## src/rtl/wide_add_sequencer.sv

```systemverilog
`default_nettype none
//==============================================================================
// Module      : wide_add_sequencer (with adder_32bit)
// Description : Multi-precision add/subtract that reuses one 32-bit adder,
//               one word per cycle LSW first, with valid/ready on both sides.
// Revision    : 1.0 - initial release
//==============================================================================

module adder_32bit (
    input  logic [31:0] num1,
    input  logic [31:0] num2,
    input  logic        C_in,
    output logic [31:0] sum,
    output logic        C_out
);
    assign {C_out, sum} = {1'b0, num1} + {1'b0, num2} + {32'd0, C_in};
endmodule

module wide_add_sequencer #(
    parameter int WORDS = 4
) (
    input  logic                  clk,
    input  logic                  rst,
    input  logic                  in_valid,
    output logic                  in_ready,
    input  logic [32*WORDS-1:0]   op_a,
    input  logic [32*WORDS-1:0]   op_b,
    input  logic                  C_in,
    input  logic                  sub,
    output logic                  out_valid,
    input  logic                  out_ready,
    output logic [32*WORDS-1:0]   result,
    output logic                  C_out,
    output logic                  overflow
);
    localparam int c_idx_w = (WORDS > 1) ? $clog2(WORDS) : 1;
    localparam logic [c_idx_w-1:0] c_last = c_idx_w'(WORDS - 1);

    typedef enum logic [1:0] {
        ST_IDLE = 2'd0,
        ST_RUN  = 2'd1,
        ST_DONE = 2'd2
    } state_t;

    state_t               r_state;
    state_t               w_next;
    logic [31:0]          r_a   [WORDS];
    logic [31:0]          r_b   [WORDS];
    logic [31:0]          r_res [WORDS];
    logic                 r_sub;
    logic                 r_carry;
    logic [c_idx_w-1:0]   r_idx;
    logic                 r_cout;
    logic                 r_ovf;
    logic [31:0]          w_num1;
    logic [31:0]          w_num2;
    logic [31:0]          w_sum;
    logic                 w_cout;
    logic                 w_last;

    assign w_num1 = r_a[r_idx];
    assign w_num2 = r_sub ? ~r_b[r_idx] : r_b[r_idx];
    assign w_last = (r_idx == c_last);

    adder_32bit u_adder (
        .num1  (w_num1),
        .num2  (w_num2),
        .C_in  (r_carry),
        .sum   (w_sum),
        .C_out (w_cout)
    );

    always_ff @(posedge clk) begin
        if (rst) begin
            r_state <= ST_IDLE;
        end else begin
            r_state <= w_next;
        end
    end

    always_comb begin
        w_next = r_state;
        case (r_state)
            ST_IDLE: if (in_valid)  w_next = ST_RUN;
            ST_RUN:  if (w_last)    w_next = ST_DONE;
            ST_DONE: if (out_ready) w_next = ST_IDLE;
            default:                w_next = ST_IDLE;
        endcase
    end

    // Operand copies need no reset: they are only read while in RUN.
    always_ff @(posedge clk) begin
        if (r_state == ST_IDLE && in_valid) begin
            for (int i = 0; i < WORDS; i++) begin
                r_a[i] <= op_a[32*i +: 32];
                r_b[i] <= op_b[32*i +: 32];
            end
            r_sub <= sub;
        end
    end

    always_ff @(posedge clk) begin
        if (rst) begin
            r_carry <= 1'b0;
            r_idx   <= '0;
            r_cout  <= 1'b0;
            r_ovf   <= 1'b0;
            for (int i = 0; i < WORDS; i++) begin
                r_res[i] <= 32'd0;
            end
        end else begin
            case (r_state)
                ST_IDLE: begin
                    if (in_valid) begin
                        r_carry <= sub ? 1'b1 : C_in;
                        r_idx   <= '0;
                    end
                end
                ST_RUN: begin
                    r_res[r_idx] <= w_sum;
                    r_carry      <= w_cout;
                    if (w_last) begin
                        r_cout <= w_cout;
                        r_ovf  <= (w_num1[31] == w_num2[31]) && (w_sum[31] != w_num1[31]);
                    end else begin
                        r_idx <= r_idx + 1'b1;
                    end
                end
                default: ;
            endcase
        end
    end

    for (genvar g = 0; g < WORDS; g++) begin : g_result
        assign result[32*g +: 32] = r_res[g];
    end

    assign in_ready  = (r_state == ST_IDLE);
    assign out_valid = (r_state == ST_DONE);
    assign C_out     = r_cout;
    assign overflow  = r_ovf;

endmodule

`default_nettype wire

```

## config.mk

```make
export PLATFORM = sky130hd
export DESIGN_NAME = wide_add_sequencer
export DESIGN_NICKNAME = d
export VERILOG_FILES = /design/src/rtl/wide_add_sequencer.sv
export SDC_FILE = /design/constraint.sdc
export NUM_CORES = 1
export LEC_CHECK = 0
export CAP_MARGIN = 20
export CORE_MARGIN = 2
export CORE_UTILIZATION = 35
export CTS_CLUSTER_SIZE = 16
export DETAILED_ROUTE_END_ITERATION = 10
export PLACE_DENSITY = 0.67
export SYNTH_ARGS = -nofsm -noshare
export SYNTH_HDL_FRONTEND = slang
export SYNTH_HIERARCHICAL = 1
export SYNTH_SLANG_ARGS = --single-unit
```

## constraint.sdc

```tcl
create_clock -name clk -period 9.3 [get_ports clk]
set_input_delay 1.86 -clock clk [delete_from_list [all_inputs] [get_ports clk]]
set_output_delay 1.86 -clock clk [all_outputs]
set_load 0.01 [all_outputs]
```

==> reports/metrics.yaml, run 1 <==
run_status:
  status: "completed"
routing:
  via_count: 9524
  drt_wl_total_um: 41690
  wl_met2_um: 20040
  drtIter0Drc: 607
  drc: 0
  detail-route-antenna-nets: 0
  wl_per_cell_um: 21.06
  wl_met1_um: 18070
  detailedRoute.firstPassIterationCount: 5
  routed.top_layer: "met4"
  wl_met3_um: 2654
  vias_per_cell: 4.810
place:
  dp_hpwl_um: 30870
  gp_congestion: 0.7719
  postPlaceCellArea_mm2: 0.02104
  dp_slack_ns: 3.653
  placedCellCount: 1905
  port_buffers: 393
layout:
  drive_above_1_share_pct: 10.81
  nNetsFinal: 1638
  fin_area_mm2: 0.02240
  areaGrowthSynthToFinish_pct: 36.23
  final_cells: 1980
clock_tree:
  cts_hold_buffers: 0
  numClockSinks: 394
  clkTransAtPathRegs_ns: 0.06
  cts_buffers: 42
  cts_tree: "yes"
  cts_resized: 0
  cts_setup_buffers: 0
  worstSkewPairLatency_ns: 0.55
  cts_max_level: 2
  clockBufferDepth: 3
  cts_root_buf: "clkbuf_16"
synth:
  syn_avg_cell_area_um2: 17.51
  yosysWarnings: 6
  synth_seq_cells: 394
  synthesis.nets: 1235
  yosys.area.top_type: "edfxtp_1"
  synth-edff-count: 385
  synthTopCellsByArea: "edfxtp_1 70%, mux4_2 8.8%, and2_1 4.9%"
  seq_area_frac_synth_pct: 71.42
  synth.top_cell.area_share_pct: 70.32
  netlist_instances: 939
  syn_area_mm2: 0.01644
  synth-async-reset-ratio_pct: 0
  synthFlopType: "edfxtp_1"
  ys_types: 63
setup_path:
  cp_slowest_cell: "dfxtp_4"
  startpoint_type: "flop"
  crit_required_ns: 9.74
  cp_cell_sequence: "buf_4, mux4_2, xor2_1, fa_1, a211oi_1, o21bai_1, o311ai_1, nand3_1, a311oi_1, o21a_1, mux2i_1, and4b_1, a211o_1"
  crit_fanout: 34
  critPathMaxStageDelay_ns: 0.80
  crit_type: "flop to flop"
  crit_path_end_kind: "flop"
  worst_ep_arrival_time_ns: 5.99
global_routing:
  grt_pass1_vias: 9813
  grt_max_degree: 70
  grt_overflow_total: 0
  grt.total_usage_pct: 16.95
  grt_antenna_before_repair: 3
  grt_first_pass_wirelength_um: 60420
sta:
  hold_violations: 0
  min_period_over_period_pct: 59.68
  hold_slack_ns: 0.5886
  worstMarginPinSlew_ns: 1.000
  fin_skew_ns: 0.01635
  slew_headroom_pct: 33.33
  slew_viol_final: 0
  finalSetupViolations: 0
  rsz0062_at_grt: "false"
  fmax_mhz: 180.2
  finalWorstSetupSlack_ns: 3.750
  tns_ns: 0
  period_needed_ns: 5.550
power:
  power_density_mw_per_mm2: 205.5
  p_leak_nw: 7.829
  peakVddDrop_v: 0.0001202
die:
  chipHeight_um: 220.7
  std_cell_rows: 79
  start_util_pct: 35.39
  pin_count: 394
  fp.dieW_um: 220.7
  core_area_mm2: 0.04646
  die_area_mm2: 0.04872
hold_path:
  min_from: "r_carry"
  hold_class: "flop to flop"
run:
  maxCapViolations: 0
-- cell families after synthesis --
family	synth area share (%)
fa+ha+maj	2.679
buf+inv	1.416
flops	71.42
mux	8.889
simple gates	7.816
xor+xnor	3.303
compound gates	4.483
-- metal layers --
metal  vias up  global-route usage, %
met5         -                      0
met4         0                  5.022
met3        59                  3.505
met2       371                  27.28
met1      4651                  23.25
li1       4443                      -
-- registers in the layout (all words and copies together) (netlist names), named ones only --
register / flops
r_b: 128
overflow: 1
r_idx: 2
r_sub: 1
r_carry: 1
C_out: 1
r_state: 2
r_a: 128
r_res: 128
-- layout by cell type (no fill, tap or decap), types with 5 or more instances in the layout --
master,count
a21o_1,17
dfxtp_1,7
a21oi_1,40
o21bai_1,5
nand4_1,5
nor2_1,20
xnor2_1,15
buf_4,10
clkinv_2,6
clkdlybuf4s50_1,393
mux4_2,64
o21ai_0,11
clkbuf_16,45
xor2_1,47
edfxtp_1,385
clkinv_1,8
ha_1,32
o211ai_1,6
nand2_1,19
and2_1,129
clkbuf_1,6
inv_1,6
nor3_1,5
nand3_1,7
nand2b_1,5
-- cells in the mapped netlist, types with 5 or more instances --
cell,count
nand2_1,19
o21ai_0,11
nand2b_1,6
inv_1,6
o21bai_1,5
xor2_1,47
and2_1,130
edfxtp_1,385
dfxtp_1,9
buf_4,6
a21oi_1,40
o211ai_1,6
buf_2,6
nand3_1,7
nor2_1,21
a21o_1,17
xnor2_1,15
nand4_1,5
mux4_2,64
nor3_1,5
clkbuf_1,28
ha_1,32
-- layout make-up --
| type | count | area, um^2 |
|---|---|---|
| flip-flops and latches | 394 | 11750 |
| multi-input cells | 493 | 4494 |
| fillers | 3913 | 24060 |
| clock buffers | 51 | 1149 |
| clock inverters | 20 | 196.4 |
| repair buffers | 403 | 4009 |
| inverters | 8 | 30.03 |
| well taps | 607 | 759.5 |
| diodes | 4 | 10.01 |
-- per-stage QoR --
step / power [mW] / utilization [%]
2_1_floorplan: 2.627 / -
3_3_place_gp: 2.993 / 45.29
3_5_place_dp: 3.008 / 45.29
4_1_cts: 4.655 / 48.19
5_1_grt: 4.795 / 48.20
6_report: 4.603 / 48.21
-- where the power goes --
group / switching [mW] / internal [mW] / total (mW)
clock: 0.657 / 0.984 / 1.64
sequential: 0.0431 / 2.08 / 2.13
combinational: 0.450 / 0.384 / 0.834
-- worst max-delay path: cells and delay by family, from the launching register on --
kind	cells	cell delay, ns
AOI/OAI and AO/OA	6	1.80
xor gates and xnor gates	1	0.17
adders and majority gates	1	0.45
buffers and inverters	1	0.64
DFF	1	0.80
muxes	2	1.01
and+or+nand+nor	2	0.44
-- final timing paths --
| path | cells past startpoint | end | slack, ns |
|---|---|---|---|
| setup reg to reg | 13 | overflow | 3.75 |
| hold / removal | 2 | r_carry | 0.59 |
| setup / recovery | 13 | overflow | 3.75 |
| hold reg to reg | 2 | r_carry | 0.59 |
No activity file was read; power rests on OpenSTA's default activity.
==> inputs of run 2 (changes only) <==
==> constraint.sdc (replaced) <==
create_clock -name clk -period 5.7 [get_ports clk]
set_input_delay 1.14 -clock clk [delete_from_list [all_inputs] [get_ports clk]]
set_output_delay 1.14 -clock clk [all_outputs]
set_load 0.01 [all_outputs]
==> run 2 against run 1 <==
- routed wire length rose by 1.5%
- clock-buffer cell count fell by 2
- sequential cell count did not move
- sequential share of layout area fell by 0.29 points
- critical path type unchanged
- worst hold slack got worse by 0.079 ns
- combinational power rose by 70%
==> reports/metrics.yaml, run 2 (synthesis results as in run 1) <==
layout:
  largestRegisters: "r_a: 128 flops, r_b: 128 flops, r_res: 128 flops"
  areaGrowthSynthToFinish_pct: 36.99
  fillers: 3930  # +0.43%
  layout_common_cells: "393 x clkdlybuf4s50_1, 385 x edfxtp_1, 129 x and2_1"
  drive_above_1_share_pct: 11.47  # +0.66 points
  nNetsFinal: 1641  # +0.18%
  layout.cells.most_common: "clkdlybuf4s50_1"
sta:
  finalSetupViolations: 0  # unchanged
  hold_violations: 0  # unchanged
  finalWorstSetupSlack_ns: 1.018  # -2.731 ns
  rsz0062_at_grt: "false"
  slew_viol_final: 0  # unchanged
  worstMarginPinSlew_ns: 0.9752  # -0.02487 ns
  fin_skew_ns: 0.02355  # +0.007194 ns
  fmax_mhz: 213.6  # +19%
  slew_headroom_pct: 34.99  # +1.7 points
  min_period_over_period_pct: 82.13  # +22 points
  tns_ns: 0  # unchanged
  period_needed_ns: 4.682  # -0.8685 ns
setup_path:
  crit_fanout: 33  # -2.9%
  crit_required_ns: 6.13  # -3.61 ns
  worst_ep_arrival_time_ns: 5.11  # -0.88 ns
  critPathMaxStageDelay_ns: 0.56  # -0.24 ns
  cp_cell_sequence: "buf_12, mux4_2, xor2_1, ha_1, nor3_1, o21ai_0, o311ai_1, nand3_1, a311oi_1, o21a_1, mux2i_1, and4b_1, a211o_1"
  startpoint_type: "flop"
  crit_type: "flop to flop"
  cp_slowest_cell: "mux4_2"
  crit_path_end_kind: "flop"
routing:
  detail-route-antenna-nets: 0  # unchanged
  drt_wl_total_um: 42320  # +1.5%
  drc: 0  # unchanged
  wl_met2_um: 20470  # +2.2%
  vias_per_cell: 4.825  # +0.31%
  wl_per_cell_um: 21.29  # +1.1%
  wl_met3_um: 2379  # -10%
  detailedRoute.firstPassIterationCount: 5  # unchanged
  routed.top_layer: "met5"
  drtIter0Drc: 636  # +4.8%
  via_count: 9592  # +0.71%
  wl_met1_um: 18540  # +2.6%
place:
  port_buffers: 393  # unchanged
  dp_slack_ns: 1.049  # -2.603 ns
  dp_hpwl_um: 31650  # +2.5%
  gp_congestion: 0.8220  # +6.5%
clock_tree:
  clkTransAtPathRegs_ns: 0.06  # about the same
  worstSkewPairLatency_ns: 0.56  # about the same
  cts_tree: "yes"
  cts_buffers: 42  # unchanged
  cts_resized: 0  # unchanged
  cts_setup_buffers: 0  # unchanged
  numClockSinks: 394  # unchanged
  cts_root_buf: "clkbuf_16"
  cts_max_level: 2  # unchanged
  clockBufferDepth: 3  # unchanged
  cts_hold_buffers: 0  # unchanged
power:
  seq_power_share_pct: 45.2  # -1.0 points
  p_leak_nw: 7.878  # +0.63%
  p_int_mw: 5.695  # +65%
  power_density_mw_per_mm2: 340.3  # +66%
  clkPwrFrac_pct: 36.3  # +0.7 points
  peakVddDrop_v: 0.0001941  # +61%
  comb_power_share_pct: 18.5  # +0.4 points
  p_switching_mw: 1.968  # +71%
  swShare_pct: 25.68  # +0.69 points
global_routing:
  grt_antenna_before_repair: 3  # unchanged
  grt_overflow_total: 0  # unchanged
  grt.total_usage_pct: 17.24  # +0.29 points
  grt_max_degree: 97  # +39%
  grt_first_pass_wirelength_um: 61210  # +1.3%
  grt_pass1_vias: 9927  # +1.2%
die:
  chipHeight_um: 220.7  # unchanged
  pin_count: 394  # unchanged
  std_cell_rows: 79  # unchanged
  fp.dieW_um: 220.7  # unchanged
  core_area_mm2: 0.04646  # unchanged
  start_util_pct: 35.39  # unchanged
  die_area_mm2: 0.04872  # unchanged
hold_path:
  hold_class: "flop to flop"
run:
  maxCapViolations: 0  # unchanged
run_status:
  status: "completed"
[run 2: power by group through the flow]
stage	logic, mW	registers, mW	clock network [mW]
after floorplan	0.725	3.55	0
after global placement	1.41	3.52	0
after detailed placement	1.43	3.53	0
after CTS	1.43	3.47	2.85
after global routing	1.55	3.48	2.95
final	1.42	3.46	2.78
[run 2: layout make-up]
cell class	instances	area [um^2]	share of cell area, %
clock buffers	49	1099	4.878
clock inverters	27	311.5	1.383
diodes	4	10.01	0.04444
well taps	607	759.5	3.372
repair buffers	406	4069	18.07
multi-input cells	493	4494	19.96
inverters	8	30.03	0.1333
flip-flops and latches	394	11750	52.17
[run 2: worst paths after layout]
kind / start / end / slack (ns) / cells past startpoint
setup / recovery: flop / overflow / 1.02 / 13
hold / removal: C_out / C_out / 0.51 / 2
setup reg to reg: flop / overflow / 1.02 / 13
hold reg to reg: C_out / C_out / 0.51 / 2
[run 2: critical path, delay by kind of cell (launching register included)]
| kind | cells | cell delay, ns |
|---|---|---|
| buf+inv | 1 | 0.30 |
| simple gates | 3 | 0.85 |
| flops | 1 | 0.50 |
| mux | 2 | 0.94 |
| xor+xnor | 1 | 0.17 |
| compound gates | 5 | 1.38 |
| fa+ha+maj | 1 | 0.38 |
[run 2: layer usage]
metal | vias up | global-route usage, %
met5 | - | 0
met4 | 4 | 5.289
met3 | 58 | 3.162
met2 | 335 | 28.28
met1 | 4735 | 23.38
li1 | 4460 | -
[run 2: per-stage QoR]
| stage | cells | util (%) | hold slack, ns | power (mW) | instance area (um^2) |
|---|---|---|---|---|---|
| after global placement | 1908 | 45.42 | 0.4812 | 4.929 | 21100 |
| after floorplan | 939 | - | 0.5140 | 4.271 | 16440 |
| final | 1988 | 48.48 | 0.5098 | 7.663 | 22520 |
| after global routing | 1985 | 48.46 | 0.5464 | 7.977 | 22510 |
| after CTS | 1984 | 48.46 | 0.5126 | 7.746 | 22510 |
| after detailed placement | 1908 | 45.42 | 0.4959 | 4.955 | 21100 |
==> inputs of run 3 (changes only) <==
==> constraint.sdc (replaced) <==
create_clock -name clk -period 4.7 [get_ports clk]
set_input_delay 0.94 -clock clk [delete_from_list [all_inputs] [get_ports clk]]
set_output_delay 0.94 -clock clk [all_outputs]
set_load 0.01 [all_outputs]
==> run 3 against run 2 <==
- utilization is 0.15 points higher
- combinational power increased by 25%
- sequential share of layout area decreased by 0.16 points
- routed wire length is 0.93% higher
- first-iteration DRC count down 1.9%
- total power up 20%
==> reports/metrics.yaml, run 3 (synthesis results as in run 1) <==
run:
  maxCapViolations: 0  # unchanged
global_routing:
  grt.total_usage_pct: 17.25  # about the same
  grt_overflow_total: 0  # unchanged
  grt_first_pass_wirelength_um: 61290  # +0.12%
  grt_antenna_before_repair: 6  # +3
  grt_max_degree: 59  # -39%
  grt_pass1_vias: 10070  # +1.4%
routing:
  drtIter0Drc: 624  # -1.9%
  detail-route-antenna-nets: 0  # unchanged
  vias_per_cell: 4.824  # about the same
  wl_per_cell_um: 21.33  # +0.23%
  detailedRoute.firstPassIterationCount: 5  # unchanged
  via_count: 9658  # +0.69%
  drc: 0  # unchanged
  drt_wl_total_um: 42710  # +0.93%
die:
  std_cell_rows: 79  # unchanged
  chipHeight_um: 220.7  # unchanged
  die_area_mm2: 0.04872  # unchanged
  core_area_mm2: 0.04646  # unchanged
  fp.dieW_um: 220.7  # unchanged
  pin_count: 394  # unchanged
  start_util_pct: 35.39  # unchanged
layout:
  drive_above_1_share_pct: 11.88  # +0.40 points
  largestRegisters: "r_a: 128 flops, r_b: 128 flops, r_res: 128 flops"
  final_cells: 2002  # +0.70%
  areaGrowthSynthToFinish_pct: 37.40
  fillers: 3948  # +0.46%
  fin_util_pct: 48.62  # +0.15 points
  layout_common_cells: "393 x clkdlybuf4s50_1, 385 x edfxtp_1, 129 x and2_1"
  nNetsFinal: 1653  # +0.73%
  layout.cells.most_common: "clkdlybuf4s50_1"
setup_path:
  crit_type: "flop to flop"
  crit_path_end_kind: "flop"
  startpoint_type: "flop"
  worst_ep_arrival_time_ns: 4.75  # -0.36 ns
  crit_required_ns: 5.14  # -0.99 ns
  crit_fanout: 8  # -76%
  rrSetupSlack_ns: 0.39  # -0.63 ns
clock_tree:
  worstSkewPairLatency_ns: 0.56  # about the same
  cts_root_buf: "clkbuf_16"
  cts_tree: "yes"
  cts_hold_buffers: 0  # unchanged
  cts_buffers: 42  # unchanged
  cts_max_level: 2  # unchanged
  clockBufferDepth: 3  # unchanged
  clkTransAtPathRegs_ns: 0.06  # about the same
  numClockSinks: 394  # unchanged
power:
  peakVddDrop_v: 0.0003286  # +69%
  report.power.total_mw: 9.171  # +20%
  power_density_mw_per_mm2: 406.0  # +19%
  p_leak_nw: 7.921  # +0.54%
sta:
  tns_ns: 0  # unchanged
  fin_skew_ns: 0.01899  # -0.004558 ns
  period_needed_ns: 4.307  # -0.3742 ns
  slew_headroom_pct: 36.74  # +1.8 points
  min_period_over_period_pct: 91.65  # +9.5 points
  rsz0062_at_grt: "false"
  slew_viol_final: 0  # unchanged
  worstMarginPinSlew_ns: 0.9489  # -0.02628 ns
  fmax_mhz: 232.2  # +8.7%
  finalSetupViolations: 0  # unchanged
  hold_violations: 0  # unchanged
hold_path:
  hold_class: "flop to flop"
place:
  port_buffers: 393  # unchanged
  gp_congestion: 0.7906  # -3.8%
  dp_hpwl_um: 31830  # +0.59%
  placedCellCount: 1919  # +0.58%
run_status:
  status: "completed"
run 3: layout make-up:
cell class,count,area (um^2),share of cell area [%]
timing repair buffer,418,4197,18.58
antenna,6,15.01,0.06647
clock buffer,55,1164,5.151
inverter,8,30.03,0.1329
tap,607,759.5,3.362
multi-input combinational,493,4504,19.94
clock inverter,21,171.4,0.7588
sequential,394,11750,52.01
run 3: power by group:
part / internal [mW] / switching, mW / total, mW / leakage, nW
Sequential: 4.12 / 0.0735 / 4.20 / 3.85
Combinational: 0.801 / 0.971 / 1.77 / 3.42
Clock: 1.90 / 1.30 / 3.20 / 0.654
run 3: path summary, 6_finish.rpt:
| kind | from | end | cells after the start |
|---|---|---|---|
| hold / removal | C_out | C_out | 2 |
| setup reg to reg | flop | overflow | 13 |
| setup / recovery | flop | overflow | 13 |
| hold reg to reg | C_out | C_out | 2 |
run 3: routing by layer:
| metal | vias up | GRT usage (%) | wire length [um] |
|---|---|---|---|
| li1 | 4477 | - | - |
| met1 | 4780 | 23.19 | 18360 |
| met2 | 346 | 27.89 | 20840 |
| met3 | 53 | 3.354 | 2570 |
| met4 | 2 | 6.356 | 926 |
| met5 | - | 0 | 13 |
run 3: stage by stage:
stage / setup WS (ns) / hold WS (ns) / instance area [um^2]
finish: 0.3926 / 0.5251 / 22590
floorplan: 0.1705 / 0.5140 / 16440
detailed placement: 0.1408 / 0.5260 / 21210
global placement: 0.1850 / 0.4830 / 21210
global route: 0.08722 / 0.5713 / 22580
CTS: 0.09020 / 0.5396 / 22540
run 3: what timing repair did:
| action | 4_1_cts | 5_1_grt |
|---|---|---|
| buffers inserted | 0 | 1 |
| setup endpoints to repair | 0 | 4 |
| gates resized for setup | 0 | 2 |
run 3: worst max-delay path, cell delays in order (launching register included):
cell,delay (ns)
dfxtp_4,0.45
buf_12,0.17
mux4_2,0.51
xor2_1,0.16
ha_1,0.35
a21o_1,0.21
o21bai_1,0.23
o311ai_1,0.38
nand3_1,0.24
a311oi_2,0.41
o21a_1,0.24
mux2i_2,0.34
and4b_1,0.24
a211o_1,0.28
